### config.mk
export PLATFORM = sky130hd
export DESIGN_NAME = pc_gen
export DESIGN_NICKNAME = d
export VERILOG_FILES = /design/src/rtl/pc_gen_pkg.sv /design/src/rtl/pc_btb_dm.sv /design/src/rtl/pc_gen.sv
export SDC_FILE = /design/constraint.sdc
export NUM_CORES = 2
export LEC_CHECK = 0
export CORE_MARGIN = 2
export CORE_UTILIZATION = 40
export CTS_BUF_LIST = sky130_fd_sc_hd__clkbuf_8
export CTS_CLUSTER_SIZE = 30
export DETAILED_ROUTE_END_ITERATION = 10
export MAX_ROUTING_LAYER = met4
export PLACE_DENSITY = 0.67
export SETUP_SLACK_MARGIN = 0.4
export SYNTH_ARGS = -nofsm -noshare
export SYNTH_HDL_FRONTEND = slang
export SYNTH_SLANG_ARGS = --single-unit
### constraint.sdc
create_clock -name clk -period 6.3 [get_ports clk]
set_clock_uncertainty 0.1 [all_clocks]
set_input_delay 1.575 -clock clk [delete_from_list [all_inputs] [get_ports clk]]
set_output_delay 1.575 -clock clk [all_outputs]
set_load 0.01 [all_outputs]
### src/rtl/pc_gen_pkg.sv
// Shared constants, 2-bit counter encodings and BTB entry layout for the fetch PC generator.
package pc_gen_pkg;

    localparam int          DEF_ADDR_W     = 32;
    localparam int          DEF_EPOCH_W    = 3;
    localparam int          DEF_INST_BYTES = 4;
    localparam int          DEF_NUM_RDR    = 2;
    localparam int          DEF_BTB_DEPTH  = 16;
    localparam logic [31:0] DEF_RESET_VEC  = 32'h0;

    // Branch direction counter; bit 1 set means "predict taken".
    typedef enum logic [1:0] {
        CTR_SNT = 2'b00,
        CTR_WNT = 2'b01,
        CTR_WT  = 2'b10,
        CTR_ST  = 2'b11
    } ctr_e;

    // BTB entry layout, MSB first: {valid, tag, target, ctr}.
    // With the default geometry the tag is ADDR_W - log2(DEPTH) - log2(INST_BYTES) bits.
    localparam int DEF_OFF_W   = $clog2(DEF_INST_BYTES);
    localparam int DEF_IDX_W   = $clog2(DEF_BTB_DEPTH);
    localparam int DEF_TAG_W   = DEF_ADDR_W - DEF_IDX_W - DEF_OFF_W;
    localparam int DEF_ENTRY_W = 1 + DEF_TAG_W + DEF_ADDR_W + 2;

    // Saturating counter step towards the resolved direction.
    function automatic ctr_e ctr_next(input ctr_e c, input logic taken);
        ctr_e n;
        n = c;
        if (taken) begin
            if (c != CTR_ST) n = ctr_e'(c + 2'd1);
        end else begin
            if (c != CTR_SNT) n = ctr_e'(c - 2'd1);
        end
        return n;
    endfunction

endpackage

### src/rtl/pc_btb_dm.sv
// Direct-mapped branch target buffer: one combinational lookup port, one update port.
// Lookup always sees the contents from before the current edge's update.
module pc_btb_dm
    import pc_gen_pkg::*;
#(
    parameter int BTB_DEPTH = DEF_BTB_DEPTH,
    parameter int ADDR_W    = DEF_ADDR_W,
    parameter int OFF_W     = DEF_OFF_W
) (
    input  logic              clk,
    input  logic              rst,
    input  logic [ADDR_W-1:0] lkp_pc_i,
    output logic              lkp_taken_o,
    output logic [ADDR_W-1:0] lkp_target_o,
    input  logic              upd_valid_i,
    input  logic [ADDR_W-1:0] upd_pc_i,
    input  logic [ADDR_W-1:0] upd_target_i,
    input  logic              upd_taken_i
);

    localparam int IDX_W = $clog2(BTB_DEPTH);
    localparam int TAG_W = ADDR_W - IDX_W - OFF_W;

    logic              valid_q  [BTB_DEPTH];
    logic              valid_d  [BTB_DEPTH];
    logic [TAG_W-1:0]  tag_q    [BTB_DEPTH];
    logic [TAG_W-1:0]  tag_d    [BTB_DEPTH];
    logic [ADDR_W-1:0] target_q [BTB_DEPTH];
    logic [ADDR_W-1:0] target_d [BTB_DEPTH];
    ctr_e              ctr_q    [BTB_DEPTH];
    ctr_e              ctr_d    [BTB_DEPTH];

    logic [IDX_W-1:0] lkp_idx;
    logic [TAG_W-1:0] lkp_tag;
    logic [IDX_W-1:0] upd_idx;
    logic [TAG_W-1:0] upd_tag;
    logic             upd_hit;

    // Instruction-offset bits never take part in indexing or tagging.
    logic unused_low_bits;
    assign unused_low_bits = ^{lkp_pc_i[OFF_W-1:0], upd_pc_i[OFF_W-1:0]};

    assign lkp_idx = lkp_pc_i[OFF_W +: IDX_W];
    assign lkp_tag = lkp_pc_i[ADDR_W-1 -: TAG_W];
    assign upd_idx = upd_pc_i[OFF_W +: IDX_W];
    assign upd_tag = upd_pc_i[ADDR_W-1 -: TAG_W];

    // Lookup: predict taken only on a valid tag hit whose counter leans taken.
    always_comb begin
        lkp_taken_o  = valid_q[lkp_idx] && (tag_q[lkp_idx] == lkp_tag) && ctr_q[lkp_idx][1];
        lkp_target_o = target_q[lkp_idx];
    end

    // Update: train the counter on a hit, allocate on a taken miss, ignore a not-taken miss.
    always_comb begin
        valid_d  = valid_q;
        tag_d    = tag_q;
        target_d = target_q;
        ctr_d    = ctr_q;
        upd_hit  = valid_q[upd_idx] && (tag_q[upd_idx] == upd_tag);
        if (upd_valid_i) begin
            if (upd_hit) begin
                ctr_d[upd_idx] = ctr_next(ctr_q[upd_idx], upd_taken_i);
                if (upd_taken_i) target_d[upd_idx] = upd_target_i;
            end else if (upd_taken_i) begin
                valid_d[upd_idx]  = 1'b1;
                tag_d[upd_idx]    = upd_tag;
                target_d[upd_idx] = upd_target_i;
                ctr_d[upd_idx]    = CTR_WT;
            end
        end
    end

    // Valid bits are the only reset state; holding them at 0 during reset also makes
    // any payload written meanwhile unreachable, since a later allocation rewrites it all.
    always_ff @(posedge clk or posedge rst) begin
        if (rst) begin
            for (int i = 0; i < BTB_DEPTH; i++) valid_q[i] <= 1'b0;
        end else begin
            valid_q <= valid_d;
        end
    end

    // Entry payload (tag, target, counter) is plain storage without reset.
    always_ff @(posedge clk) begin
        tag_q    <= tag_d;
        target_q <= target_d;
        ctr_q    <= ctr_d;
    end

endmodule

### src/rtl/pc_gen.sv
// Fetch PC generator: prioritised redirects, stall-held pending redirect, epoch counter
// and BTB-based next-PC prediction.
// rdr_valid_i and btb_upd_valid_i are single-cycle valid-only strobes with no ready:
// the generator accepts every asserted request on the edge that ends the cycle.
module pc_gen
    import pc_gen_pkg::*;
#(
    parameter int                ADDR_W     = DEF_ADDR_W,
    parameter logic [ADDR_W-1:0] RESET_VEC  = DEF_RESET_VEC,
    parameter int                INST_BYTES = DEF_INST_BYTES,
    parameter int                NUM_RDR    = DEF_NUM_RDR,
    parameter int                BTB_DEPTH  = DEF_BTB_DEPTH,
    parameter int                EPOCH_W    = DEF_EPOCH_W
) (
    input  logic                      clk,
    input  logic                      rst,
    input  logic                      stall_i,
    input  logic [NUM_RDR-1:0]        rdr_valid_i,
    input  logic [NUM_RDR*ADDR_W-1:0] rdr_target_i,
    input  logic                      btb_upd_valid_i,
    input  logic [ADDR_W-1:0]         btb_upd_pc_i,
    input  logic [ADDR_W-1:0]         btb_upd_target_i,
    input  logic                      btb_upd_taken_i,
    output logic [ADDR_W-1:0]         pc_o,
    output logic                      pc_valid_o,
    output logic                      pred_taken_o,
    output logic [ADDR_W-1:0]         pred_target_o,
    output logic [EPOCH_W-1:0]        epoch_o
);

    localparam int                OFF_W      = $clog2(INST_BYTES);
    localparam logic [ADDR_W-1:0] ALIGN_MASK = ~ADDR_W'(INST_BYTES - 1);

    logic [ADDR_W-1:0]  pc_q, pc_d;
    logic               pc_valid_q, pc_valid_d;
    logic [EPOCH_W-1:0] epoch_q, epoch_d;
    logic               pend_valid_q, pend_valid_d;
    logic [ADDR_W-1:0]  pend_tgt_q, pend_tgt_d;

    logic               rdr_any;
    logic [ADDR_W-1:0]  win_tgt;

    pc_btb_dm #(
        .BTB_DEPTH (BTB_DEPTH),
        .ADDR_W    (ADDR_W),
        .OFF_W     (OFF_W)
    ) u_btb (
        .clk          (clk),
        .rst          (rst),
        .lkp_pc_i     (pc_q),
        .lkp_taken_o  (pred_taken_o),
        .lkp_target_o (pred_target_o),
        .upd_valid_i  (btb_upd_valid_i),
        .upd_pc_i     (btb_upd_pc_i),
        .upd_target_i (btb_upd_target_i),
        .upd_taken_i  (btb_upd_taken_i)
    );

    // Winner is the highest-index requester (latest pipe stage); target is instruction-aligned.
    always_comb begin
        rdr_any = |rdr_valid_i;
        win_tgt = '0;
        for (int k = 0; k < NUM_RDR; k++) begin
            if (rdr_valid_i[k]) win_tgt = rdr_target_i[k*ADDR_W +: ADDR_W] & ALIGN_MASK;
        end
    end

    // Next PC, pending capture while stalled, and epoch bump on any redirect.
    always_comb begin
        pc_d         = pc_q;
        pc_valid_d   = 1'b1;
        pend_valid_d = pend_valid_q;
        pend_tgt_d   = pend_tgt_q;
        epoch_d      = epoch_q + EPOCH_W'(rdr_any);
        if (stall_i) begin
            if (rdr_any) begin
                pend_valid_d = 1'b1;
                pend_tgt_d   = win_tgt;
            end
        end else begin
            pend_valid_d = 1'b0;
            if (rdr_any)           pc_d = win_tgt;
            else if (pend_valid_q) pc_d = pend_tgt_q;
            else if (pred_taken_o) pc_d = pred_target_o;
            else                   pc_d = pc_q + ADDR_W'(INST_BYTES);
        end
    end

    // Architectural PC state with asynchronous reset.
    always_ff @(posedge clk or posedge rst) begin
        if (rst) begin
            pc_q         <= RESET_VEC;
            pc_valid_q   <= 1'b0;
            epoch_q      <= '0;
            pend_valid_q <= 1'b0;
            pend_tgt_q   <= '0;
        end else begin
            pc_q         <= pc_d;
            pc_valid_q   <= pc_valid_d;
            epoch_q      <= epoch_d;
            pend_valid_q <= pend_valid_d;
            pend_tgt_q   <= pend_tgt_d;
        end
    end

    assign pc_o       = pc_q;
    assign pc_valid_o = pc_valid_q;
    assign epoch_o    = epoch_q;

endmodule

==> tab_implementation.tex <==
\begin{tabular}{lr}
\hline
Metric & Value \\
\hline
\multicolumn{2}{l}{\textbf{Setup path}} \\
Critical path startpoint category & flip-flop \\
CP required & between 4 and 5 ns \\
Highest net fanout along the worst path & 28 \\
Arrival time of the worst setup path & roughly 4.2 ns \\
Critical setup path kind & flip-flop to primary output \\
CP endpoint kind & primary output \\
\multicolumn{2}{l}{\textbf{Job}} \\
Number of maximum-capacitance constraint violations & 0 \\
\multicolumn{2}{l}{\textbf{Finish}} \\
Most frequent standard cell in the layout excluding fill and tap cells & sky130\_fd\_sc\_hd\_\_edfxtp\_1 \\
Final design utilization & roughly 48\% \\
Nets@finish & a little under 3000 \\
Fillers & roughly 9400 \\
Area Overhead vs Synth & 17.5\% \\
Post-route cell area & 54500 um\^{}2 \\
Commonest cells after routing, fill and taps aside & 960 x sky130\_fd\_sc\_hd\_\_edfxtp\_1, 390 x sky130\_fd\_sc\_hd\_\_mux4\_2, 190 x sky130\_fd\_sc\_hd\_\_clkdlybuf4s50\_1, 171 x sky130\_fd\_sc\_hd\_\_clkbuf\_8, 115 x sky130\_fd\_sc\_hd\_\_nand2\_1 \\
Fraction of final layout cells sized beyond drive strength 1 & 29.1\% \\
\multicolumn{2}{l}{\textbf{Timing}} \\
Setup WS post-layout & 0.438 ns \\
Setup Total Neg Slack & 0 ns \\
Max Freq & $\sim$170 MHz \\
Slew margin rel. & 29.5\% \\
Part of the cycle the worst path needs & between 90\% and 100\% \\
Number of endpoints with negative hold slack in the final report & 0 \\
Final Max Slew Viols & 0 \\
Final count of negative-setup-slack endpoints & 0 \\
Tmin final & around 5.9 ns \\
Slew @ Worst Pin & around 1.1 ns \\
Setup repair after global routing missed its margin & true \\
\multicolumn{2}{l}{\textbf{Yosys}} \\
Cells after synthesis & 2508 \\
Count of state elements after synthesis & approximately 1000 \\
Warning count from the yosys run & 0 \\
Netlist area before placement & 46400 um\^{}2 \\
Top FF cell, synth & sky130\_fd\_sc\_hd\_\_edfxtp\_1 \\
Area fraction of the dominant cell type after synthesis & between 60\% and 70\% \\
Mean cell area of the mapped netlist & 18.5 um\^{}2 \\
Synth Net Count & approximately 2600 \\
Number of enable flip-flop cells after synthesis & 960 \\
Largest area contributor in the netlist & sky130\_fd\_sc\_hd\_\_edfxtp\_1 \\
Proportion of synthesized flip-flops having asynchronous set or reset & between 7 and 8\% \\
Count of different cell masters after synthesis & between 60 and 70 \\
Biggest area contributors in the synthesized netlist & sky130\_fd\_sc\_hd\_\_edfxtp\_1 62\%, sky130\_fd\_sc\_hd\_\_mux4\_2 19\%, sky130\_fd\_sc\_hd\_\_dfrtp\_1 4.5\% \\
Sequential share of the synthesized area & between 60\% and 70\% \\
\multicolumn{2}{l}{\textbf{Clock network}} \\
CTS HTree Levels & 4 \\
Root Driver & sky130\_fd\_sc\_hd\_\_clkbuf\_8 \\
Clock Pin Slew Worst Setup and Hold Paths & approximately 0.060 ns \\
Clock Tree Buf Depth & 3 \\
Clk Latency, worst-skew pair & slightly below 0.9 ns \\
Count of clock tree sinks & around 1000 \\
TritonCTS clock tree & yes \\
Number of CTS-inserted buffers & roughly 170 \\
\multicolumn{2}{l}{\textbf{Routing}} \\
Final ANT Viol Nets & 0 \\
Final wirelength & approximately 140000 um \\
Iter 0 DRT Violations & roughly 3800 \\
Number of design rule violations left after detail routing & 0 \\
Routed wire per std cell & between 30 and 40 um \\
Via count & roughly 28000 \\
Number of detailed-routing iterations run before antenna repair & 8 \\
Via-per-instance ratio & a little over 6 \\
\multicolumn{2}{l}{\textbf{Global routing}} \\
Overflow left after global routing & 0 \\
Largest net degree at the start of global routing & 65 \\
Overall routing resource usage & approximately 24\% \\
Initial antenna violation count & 13 \\
Via count of the first global-routing pass & roughly 28000 \\
Global-route wire length before repair & 199000 um \\
\multicolumn{2}{l}{\textbf{Min path}} \\
Type of the most critical hold path & flip-flop to flip-flop \\
\multicolumn{2}{l}{\textbf{Place}} \\
GP Congestion & 0.936 \\
Placed cell areas & a little over 50000 um\^{}2 \\
Post-place setup slack & approximately 0.34 ns \\
Number of buffer cells added on primary ports & 197 \\
DPL Wire Length & 85100 um \\
\multicolumn{2}{l}{\textbf{Floorplanning}} \\
Initial core utilization & 40.5\% \\
Total number of placement rows & $\sim$120 \\
Die outline height & between 300 and 400 um \\
Die area & approximately 120000 um\^{}2 \\
Horizontal die dimension & 345 um \\
Core footprint & between 100000 and 150000 um\^{}2 \\
Top-level I/O count & roughly 200 \\
\multicolumn{2}{l}{\textbf{Pwr}} \\
Leakage power of the design & around 18 nW \\
IR Drop Worst-Case VDD & roughly 0.00024 V \\
Post-layout total power & 0.0167 W \\
Cell area power density & 307 nW/um\^{}2 \\
\multicolumn{2}{l}{\textbf{Outcome}} \\
Status & complete, no violations \\
\hline
\end{tabular}
[worst max-delay path: stages (launching register included)]
cell and delay (ns):
sky130_fd_sc_hd__dfrtp_4 0.60, sky130_fd_sc_hd__buf_4 0.31, sky130_fd_sc_hd__nor2b_1 0.54, sky130_fd_sc_hd__a22oi_1 0.14
sky130_fd_sc_hd__o21ai_1 0.31, sky130_fd_sc_hd__xnor2_1 0.20, sky130_fd_sc_hd__o211ai_1 0.13, sky130_fd_sc_hd__nor4b_2 0.26
sky130_fd_sc_hd__o211ai_1 0.14, sky130_fd_sc_hd__nor4_2 0.18, sky130_fd_sc_hd__buf_4 0.19, sky130_fd_sc_hd__dlygate4sd2_1 0.28
[worst paths after layout]
check | slack [ns] | cells after the start | end | startpoint
hold / removal | 0.37 | 1 | epoch_o[2]$_DFF_PP0_ | epoch_o[2]$_DFF_PP0_
setup reg to reg | 1.42 | 12 | pc_o[26]$_DFFE_PP0N_ | pc_o[2]$_DFFE_PP0N_
hold reg to reg | 0.37 | 1 | epoch_o[2]$_DFF_PP0_ | epoch_o[2]$_DFF_PP0_
setup / recovery | 0.44 | 11 | pred_taken_o | pc_o[5]$_DFFE_PP0N_
min in group asynchronous | 0.91 | 2 | pc_valid_o$_DFF_PP0_ | rst
max in group asynchronous | 3.93 | 3 | pc_o[4]$_DFFE_PP0N_ | rst
[sequential cells by signal, summed over array words and instances (netlist names)]
signal	count
epoch_o	3
pc_o	32
pc_valid_o	1
pend_tgt_q	30
pend_valid_q	1
u_btb.ctr_q	32
u_btb.tag_q	416
u_btb.target_q	512
u_btb.valid_q	16
[metal layers]
metal	wire (um)	up-vias	track usage, %
li1	-	11100	-
met1	54900	14700	32.7
met2	66200	1797	36.6
met3	14700	294	5.41
met4	4700	0	8.95
met5	0	-	-
[area by class of cell]
cell class	instances	area, um^2	area share (%)
Clock inverter	132	838	1.54
Clock buffer	170	2340	4.29
Inverter	24	101	0.186
Tap cell	1512	1890	3.47
Timing Repair Buffer	324	3450	6.32
Multi-Input combinational cell	1266	15000	27.4
Sequential cell	1043	30900	56.7
Antenna cell	9	22.5	0.0413
[where the power goes]
part | internal [W] | leakage [nW] | switching [W]
combinational | 0.00142 | 6.36 | 0.00169
clock | 0.00287 | 1.83 | 0.00276
sequential | 0.00775 | 9.65 | 0.000253
total | 0.0120 | 17.8 | 0.00470
[cells by family after synthesis]
family,Yosys count,synth area share [%]
compound gates,297,4.36
xor+xnor,78,1.47
fa+ha+maj,4,0.102
buf+inv,199,1.95
flops,1043,66.6
mux,507,21.6
other cells,1,0.00808
simple gates,379,3.96
[cell usage after synthesis, types with 17 or more instances]
cell type / n
sky130_fd_sc_hd__nand2_1: 115
sky130_fd_sc_hd__mux4_2: 390
sky130_fd_sc_hd__inv_1: 23
sky130_fd_sc_hd__a22o_1: 25
sky130_fd_sc_hd__o22ai_1: 54
sky130_fd_sc_hd__buf_2: 38
sky130_fd_sc_hd__xor2_1: 28
sky130_fd_sc_hd__mux2i_1: 78
sky130_fd_sc_hd__a211oi_1: 27
sky130_fd_sc_hd__clkbuf_1: 78
sky130_fd_sc_hd__mux2_2: 39
sky130_fd_sc_hd__buf_1: 36
sky130_fd_sc_hd__dfrtp_1: 83
sky130_fd_sc_hd__nor2_1: 87
sky130_fd_sc_hd__nand4_1: 24
sky130_fd_sc_hd__edfxtp_1: 960
sky130_fd_sc_hd__o21ai_0: 79
sky130_fd_sc_hd__xnor2_1: 50
sky130_fd_sc_hd__a21oi_1: 17
sky130_fd_sc_hd__nand3_1: 45
[stage by stage]
step,hold slack [ns],cells
6_report,0.368,4480
5_1_grt,0.391,4480
4_1_cts,0.369,4464
3_5_place_dp,0.358,4150
3_3_place_gp,0.354,4150
2_1_floorplan,0.343,2508
[repair_timing]
action                     in CTS  in global routing
hold buffers                    0                  0
pin swaps                       2                  1
cloned                          2                  1
buffers inserted               10                  6
setup endpoints to repair      33                  2
resized for setup              30                  7
No activity file was read; power rests on OpenSTA's default activity.
